### src/rtl/axi_burst_pkg.sv
// Shared types for the AXI burst address sequencer: burst encoding, FSM states
// and the SIZE-code to byte-count helper.
package axi_burst_pkg;

   typedef enum logic [1:0] {
      BURST_FIXED = 2'b00,
      BURST_INCR  = 2'b01,
      BURST_WRAP  = 2'b10,
      BURST_RSVD  = 2'b11
   } burst_t;

   typedef enum logic {
      ST_IDLE = 1'b0,
      ST_RUN  = 1'b1
   } state_t;

   function automatic logic [7:0] size_bytes(input logic [2:0] size);
      return 8'd1 << size;
   endfunction

endpackage

### src/rtl/axi_beat_addr_calc.sv
// Combinational next-beat address for FIXED / INCR / WRAP bursts.
// Zero latency; no flow control of its own.
module axi_beat_addr_calc
   import axi_burst_pkg::*;
#(
   parameter int unsigned ADDR_WIDTH = 32,
   parameter int unsigned LEN_BITS   = 8
) (
   input  logic [ADDR_WIDTH-1:0] addr,
   input  logic [2:0]            size,
   input  burst_t                burst,
   input  logic [LEN_BITS-1:0]   len,
   output logic [ADDR_WIDTH-1:0] next_addr
);

   logic [ADDR_WIDTH-1:0] bytes;
   logic [ADDR_WIDTH-1:0] aligned;
   logic [ADDR_WIDTH-1:0] incr;
   logic [ADDR_WIDTH-1:0] wrap_mask;

   always_comb begin
      bytes     = ADDR_WIDTH'(size_bytes(size));
      aligned   = addr & ~(bytes - ADDR_WIDTH'(1));
      incr      = aligned + bytes;
      // Wrap window is (LEN+1) beats of 2^SIZE bytes, always a power of two.
      wrap_mask = ((ADDR_WIDTH'(len) + ADDR_WIDTH'(1)) << size) - ADDR_WIDTH'(1);
      next_addr = addr;
      case (burst)
         BURST_INCR: next_addr = incr;
         BURST_WRAP: next_addr = (addr & ~wrap_mask) | (incr & wrap_mask);
         default:    next_addr = addr;
      endcase
   end

endmodule

### src/rtl/axi_burst_addr_seq.sv
// AXI burst address sequencer: one command in, LEN+1 beat addresses out, 1-cycle
// accept-to-first-beat, beats held under BEAT_READY low. Optional: BOUNDARY_4K_CHECK_EN.
module axi_burst_addr_seq
   import axi_burst_pkg::*;
#(
   parameter int unsigned ADDR_WIDTH = 32,
   parameter int unsigned LEN_BITS   = 8,
   parameter int unsigned MAX_SIZE   = 3
) (
   input  logic                  ACLK,
   input  logic                  ARESET,
   input  logic                  CMD_VALID,
   output logic                  CMD_READY,
   input  logic [ADDR_WIDTH-1:0] CMD_ADDR,
   input  logic [LEN_BITS-1:0]   CMD_LEN,
   input  logic [2:0]            CMD_SIZE,
   input  logic [1:0]            CMD_BURST,
   output logic                  BEAT_VALID,
   input  logic                  BEAT_READY,
   output logic [ADDR_WIDTH-1:0] BEAT_ADDR,
   output logic [LEN_BITS-1:0]   BEAT_IDX,
   output logic                  BEAT_LAST,
   output logic                  CMD_ERR,
   output logic                  BUSY
);

   state_t                state;
   logic [LEN_BITS-1:0]   len_q;
   logic [2:0]            size_q;
   burst_t                burst_q;
   logic [ADDR_WIDTH-1:0] next_addr;
   logic                  wrap_len_ok;
   logic                  page_cross;
   logic                  cmd_illegal;

   always_comb begin
      wrap_len_ok = (CMD_LEN == LEN_BITS'(1)) || (CMD_LEN == LEN_BITS'(3)) ||
                    (CMD_LEN == LEN_BITS'(7)) || (CMD_LEN == LEN_BITS'(15));
`ifdef BOUNDARY_4K_CHECK_EN
      page_cross = (burst_t'(CMD_BURST) == BURST_INCR) &&
                   ((32'(CMD_ADDR[11:0] & ~(12'(size_bytes(CMD_SIZE)) - 12'd1)) +
                     ((32'(CMD_LEN) + 32'd1) << CMD_SIZE)) > 32'd4096);
`else
      page_cross = 1'b0;
`endif
      cmd_illegal = (burst_t'(CMD_BURST) == BURST_RSVD) ||
                    (32'(CMD_SIZE) > MAX_SIZE) ||
                    ((burst_t'(CMD_BURST) == BURST_WRAP) && !wrap_len_ok) ||
                    page_cross;
   end

   axi_beat_addr_calc #(
      .ADDR_WIDTH(ADDR_WIDTH),
      .LEN_BITS  (LEN_BITS)
   ) u_calc (
      .addr     (BEAT_ADDR),
      .size     (size_q),
      .burst    (burst_q),
      .len      (len_q),
      .next_addr(next_addr)
   );

   always_ff @(posedge ACLK or posedge ARESET) begin
      if (ARESET) begin
         state      <= ST_IDLE;
         CMD_READY  <= 1'b0;
         BEAT_VALID <= 1'b0;
         BEAT_ADDR  <= '0;
         BEAT_IDX   <= '0;
         BEAT_LAST  <= 1'b0;
         CMD_ERR    <= 1'b0;
         BUSY       <= 1'b0;
         len_q      <= '0;
         size_q     <= '0;
         burst_q    <= BURST_FIXED;
      end else begin
         CMD_ERR <= 1'b0;
         case (state)
            ST_IDLE: begin
               CMD_READY <= 1'b1;
               if (CMD_VALID && CMD_READY) begin
                  if (cmd_illegal) begin
                     CMD_ERR <= 1'b1;
                  end else begin
                     state      <= ST_RUN;
                     CMD_READY  <= 1'b0;
                     BUSY       <= 1'b1;
                     BEAT_VALID <= 1'b1;
                     BEAT_ADDR  <= CMD_ADDR;
                     BEAT_IDX   <= '0;
                     BEAT_LAST  <= (CMD_LEN == '0);
                     len_q      <= CMD_LEN;
                     size_q     <= CMD_SIZE;
                     burst_q    <= burst_t'(CMD_BURST);
                  end
               end
            end
            ST_RUN: begin
               if (BEAT_READY) begin
                  if (BEAT_LAST) begin
                     state      <= ST_IDLE;
                     BEAT_VALID <= 1'b0;
                     BUSY       <= 1'b0;
                     CMD_READY  <= 1'b1;
                  end else begin
                     BEAT_ADDR <= next_addr;
                     BEAT_IDX  <= BEAT_IDX + LEN_BITS'(1);
                     BEAT_LAST <= (BEAT_IDX + LEN_BITS'(1)) == len_q;
                  end
               end
            end
            default: state <= ST_IDLE;
         endcase
      end
   end

endmodule

### config.mk
export PLATFORM = sky130hd
export DESIGN_NAME = axi_burst_addr_seq
export DESIGN_NICKNAME = d
export VERILOG_FILES = /design/src/rtl/axi_burst_pkg.sv /design/src/rtl/axi_beat_addr_calc.sv /design/src/rtl/axi_burst_addr_seq.sv
export SDC_FILE = /design/constraint.sdc
export NUM_CORES = 1
export LEC_CHECK = 0
export ABC_AREA = 1
export BUFFER_PORTS_ARGS = -buffer_cell sky130_fd_sc_hd__buf_2
export CORE_MARGIN = 4
export CORE_UTILIZATION = 50
export DETAILED_ROUTE_END_ITERATION = 10
export HOLD_SLACK_MARGIN = 0.1
export PLACE_DENSITY = 0.73
export SETUP_SLACK_MARGIN = 0.5
export SKIP_CTS_REPAIR_TIMING = 1
export SYNTH_ARGS = -nofsm -noshare
export SYNTH_HDL_FRONTEND = slang
export SYNTH_SLANG_ARGS = --single-unit
### constraint.sdc
create_clock -name ACLK -period 2.9 [get_ports ACLK]
set_input_delay 0.58 -clock ACLK [delete_from_list [all_inputs] [get_ports ACLK]]
set_output_delay 0.58 -clock ACLK [all_outputs]
set_load 0.05 [all_outputs]
==> flow_summary.ini <==
[sta]
max_slew_margin_pct = 52.2
layout_setup_ws_ns = 0.310
worst_slew_pin_slew_ns = 0.715
finalSetupTns_ns = 0
grt_setup_unrepaired = true
hold_viol = 0
fin_skew_ns = 0.0137
hold-worst-slack_ns = 0.335
drv_slew = 0
fmax_ghz = 0.386
fin_crit_ns = 2.59
setup_violations = 0
fin_crit_sh_pct = 89.3

[final_layout]
fin_cells = 1111
drive_above_1_share_pct = 28.4
stdcell_area_um2 = 6820
final_nets = 1026
area_delta_synth_final_pct = 29.5
fin_util_pct = 66.4
fillers = 930
n_antenna_cell = 0

[worst_setup_path]
cpLargestDelayFamily = simple AND/OR/NAND/NOR gates
cpPeakStageDelay_ns = 0.49
crit_top_cell = nand2_1
path_class = register to register
path_cells = nor2_4 -> nand2_1 -> inv_1 -> nand2_1 -> o21ai_0 -> ha_1 -> inv_1 -> o21ai_2 -> nand3_1 -> nand2_2 -> nand4_1 -> nand2_2 -> nand2_4 -> or3b_1 -> nand3_1 -> nand2_1 -> nand2_1 -> inv_1
cp_data_required_time_ns = 3.16
r2r_setup_slack_ns = 0.31
arrival_ns = 2.85
start_kind = register
cp_max_fo = 6
cp-end-kind = register
crit_buf_inv = 3
crit_slowest_cell = dfrtp_2

[detailed_routing]
drt_iter0_markers = 354
wire_per_inst_um = 14.7
post-route-drc-count = 0
drt-total-wl_um = 16300
viasPerCell = 5.46
vias = 6070
ant_nets = 0
first_pass_iters = 5

[pwr]
power_density_nw_per_um2 = 1230
p_total_mw = 8.40
leakage_nw = 3.42
vdd_drop_max_mv = 0.910

[die]
die_y_um = 111
fp-row-count = 37
core_area_um2 = 10300
io_pins = 94
start_util_pct = 51.2
fp.dieW_um = 111
dieArea_um2 = 12200

[outcome]
status = complete, no violations

[yosys]
synthFlopType = dfrtp_1
synth_area_um2 = 5270
ys_seq_area_share_pct = 27.6
postSynthNetCount = 912
ys_types = 47
yosys_warnings = 0
synth-async-reset-ratio_pct = 100
synthCells = 856
avgSynthCellArea_um2 = 6.15
synth_edf_count = 0
synth_seq_cells = 58

[placement]
hpwlAfterDp_um = 11500
place_area_um2 = 5890
dp_cells = 1070
place_congestion = 0.953
dp_slack_ns = 0.145
io_buffer_count = 93

[clock_tree]
cts_max_path_buffers = 2
cts_htree_levels = 3
cts_tree = yes
cts.sinks = 58
path_clk_slew_ns = 0.08
cts_buffers = 9
root_buffer = clkbuf_8
insertion_delay_ns = 0.36

[flow_run]
drv_cap = 0

[hold_path]
min_path_type = input pin to asynchronous set/reset pin

[grt]
antenna_found_initial = 0
grt-ovfl-total = 0
grt_pass1_wl_um = 25700
grt_start_max_net_pins = 49
grt_pass1_vias = 5442
grtUsageTotal_pct = 25.0
==> cells in the mapped netlist (3+ instances only) <==
master	number	area [µm²]
nand2_1	241	905
o21ai_2	3	26.3
xor2_1	15	131
buf_4	5	37.5
nand3b_1	4	30.0
buf_2	8	40.0
nand3_1	105	526
nand3_2	5	50.1
ha_1	7	87.6
a21oi_1	41	205
a31oi_1	3	18.8
nor2_4	5	56.3
nor4_1	5	31.3
nor3_1	13	65.1
nor2_2	5	31.3
o21ai_0	39	195
o21bai_1	3	22.5
clkbuf_1	10	37.5
nor2_1	91	342
inv_1	98	368
nand4_1	11	68.8
inv_2	12	45.0
xnor2_1	10	87.6
o22ai_1	9	56.3
buf_1	3	11.3
o21ai_1	13	65.1
dfrtp_1	58	1450
nand2_2	11	68.8
==> cell families after synthesis <==
family	Yosys count	share of synthesized area, %
buf+inv	137	10.3
fa+ha+maj	7	1.66
compound gates	122	13.2
mux	3	0.594
xor+xnor	25	4.16
flops	58	27.6
simple gates	504	42.5
==> path summary, 6_finish.rpt <==
kind	from	to	cells after the start
max	size_q[1]	register	18
min	ARESET	BEAT_IDX[1]	2
max reg2reg	size_q[1]	register	18
min reg2reg	register	register	2
max in group asynchronous	ARESET	size_q[2]	3
min in group ACLK	CMD_SIZE[0]	size_q[0]	3
==> worst reg2reg max path: stages, from the launching register on <==
cell and delay (ns):
dfrtp_2 0.49, nor2_4 0.15, nand2_1 0.10, inv_1 0.08, nand2_1 0.04, o21ai_0 0.07, ha_1 0.17, inv_1 0.05
o21ai_2 0.08, nand3_1 0.11, nand2_2 0.10, nand4_1 0.18, nand2_2 0.18, nand2_4 0.09, or3b_1 0.36, nand3_1 0.09
nand2_1 0.06, nand2_1 0.06, inv_1 0.03
==> report_power, final <==
part | total [mW] | internal (mW) | switching (mW) | leakage, nW
Clock | 0.973 | 0.580 | 0.394 | 0.124
Sequential | 1.74 | 1.19 | 0.550 | 0.694
Combinational | 5.68 | 1.85 | 3.83 | 2.60
==> per-layer routing <==
layer / wire length (µm) / global-route usage [%] / vias to the layer above
met5: 0 / 0 / -
met4: 190 / 5.50 / 0
met3: 1170 / 4.71 / 18
met2: 7610 / 39.3 / 230
met1: 7330 / 35.8 / 2800
li1: - / - / 3022
==> cells in the final DEF (no fill, tap or decap), drive strengths merged, types with 13 or more instances in the layout <==
cell	Yosys	final
nand2	254	254
buf	16	129
inv	110	112
nand3	110	110
nor2	101	101
dfrtp	58	58
o21ai	56	56
a21oi	42	42
xor2	15	15
nor3	13	13
==> cell type report <==
cell class / instances / area, µm² / share of cell area (%)
well taps: 136 / 170 / 2.49
clock inverters: 7 / 125 / 1.83
inverters: 111 / 434 / 6.37
multi-input cells: 661 / 3720 / 54.5
flip-flops and latches: 58 / 1460 / 21.4
clock buffers: 9 / 124 / 1.82
repair buffers: 129 / 790 / 11.6
No activity file was read; power rests on OpenSTA's default activity.
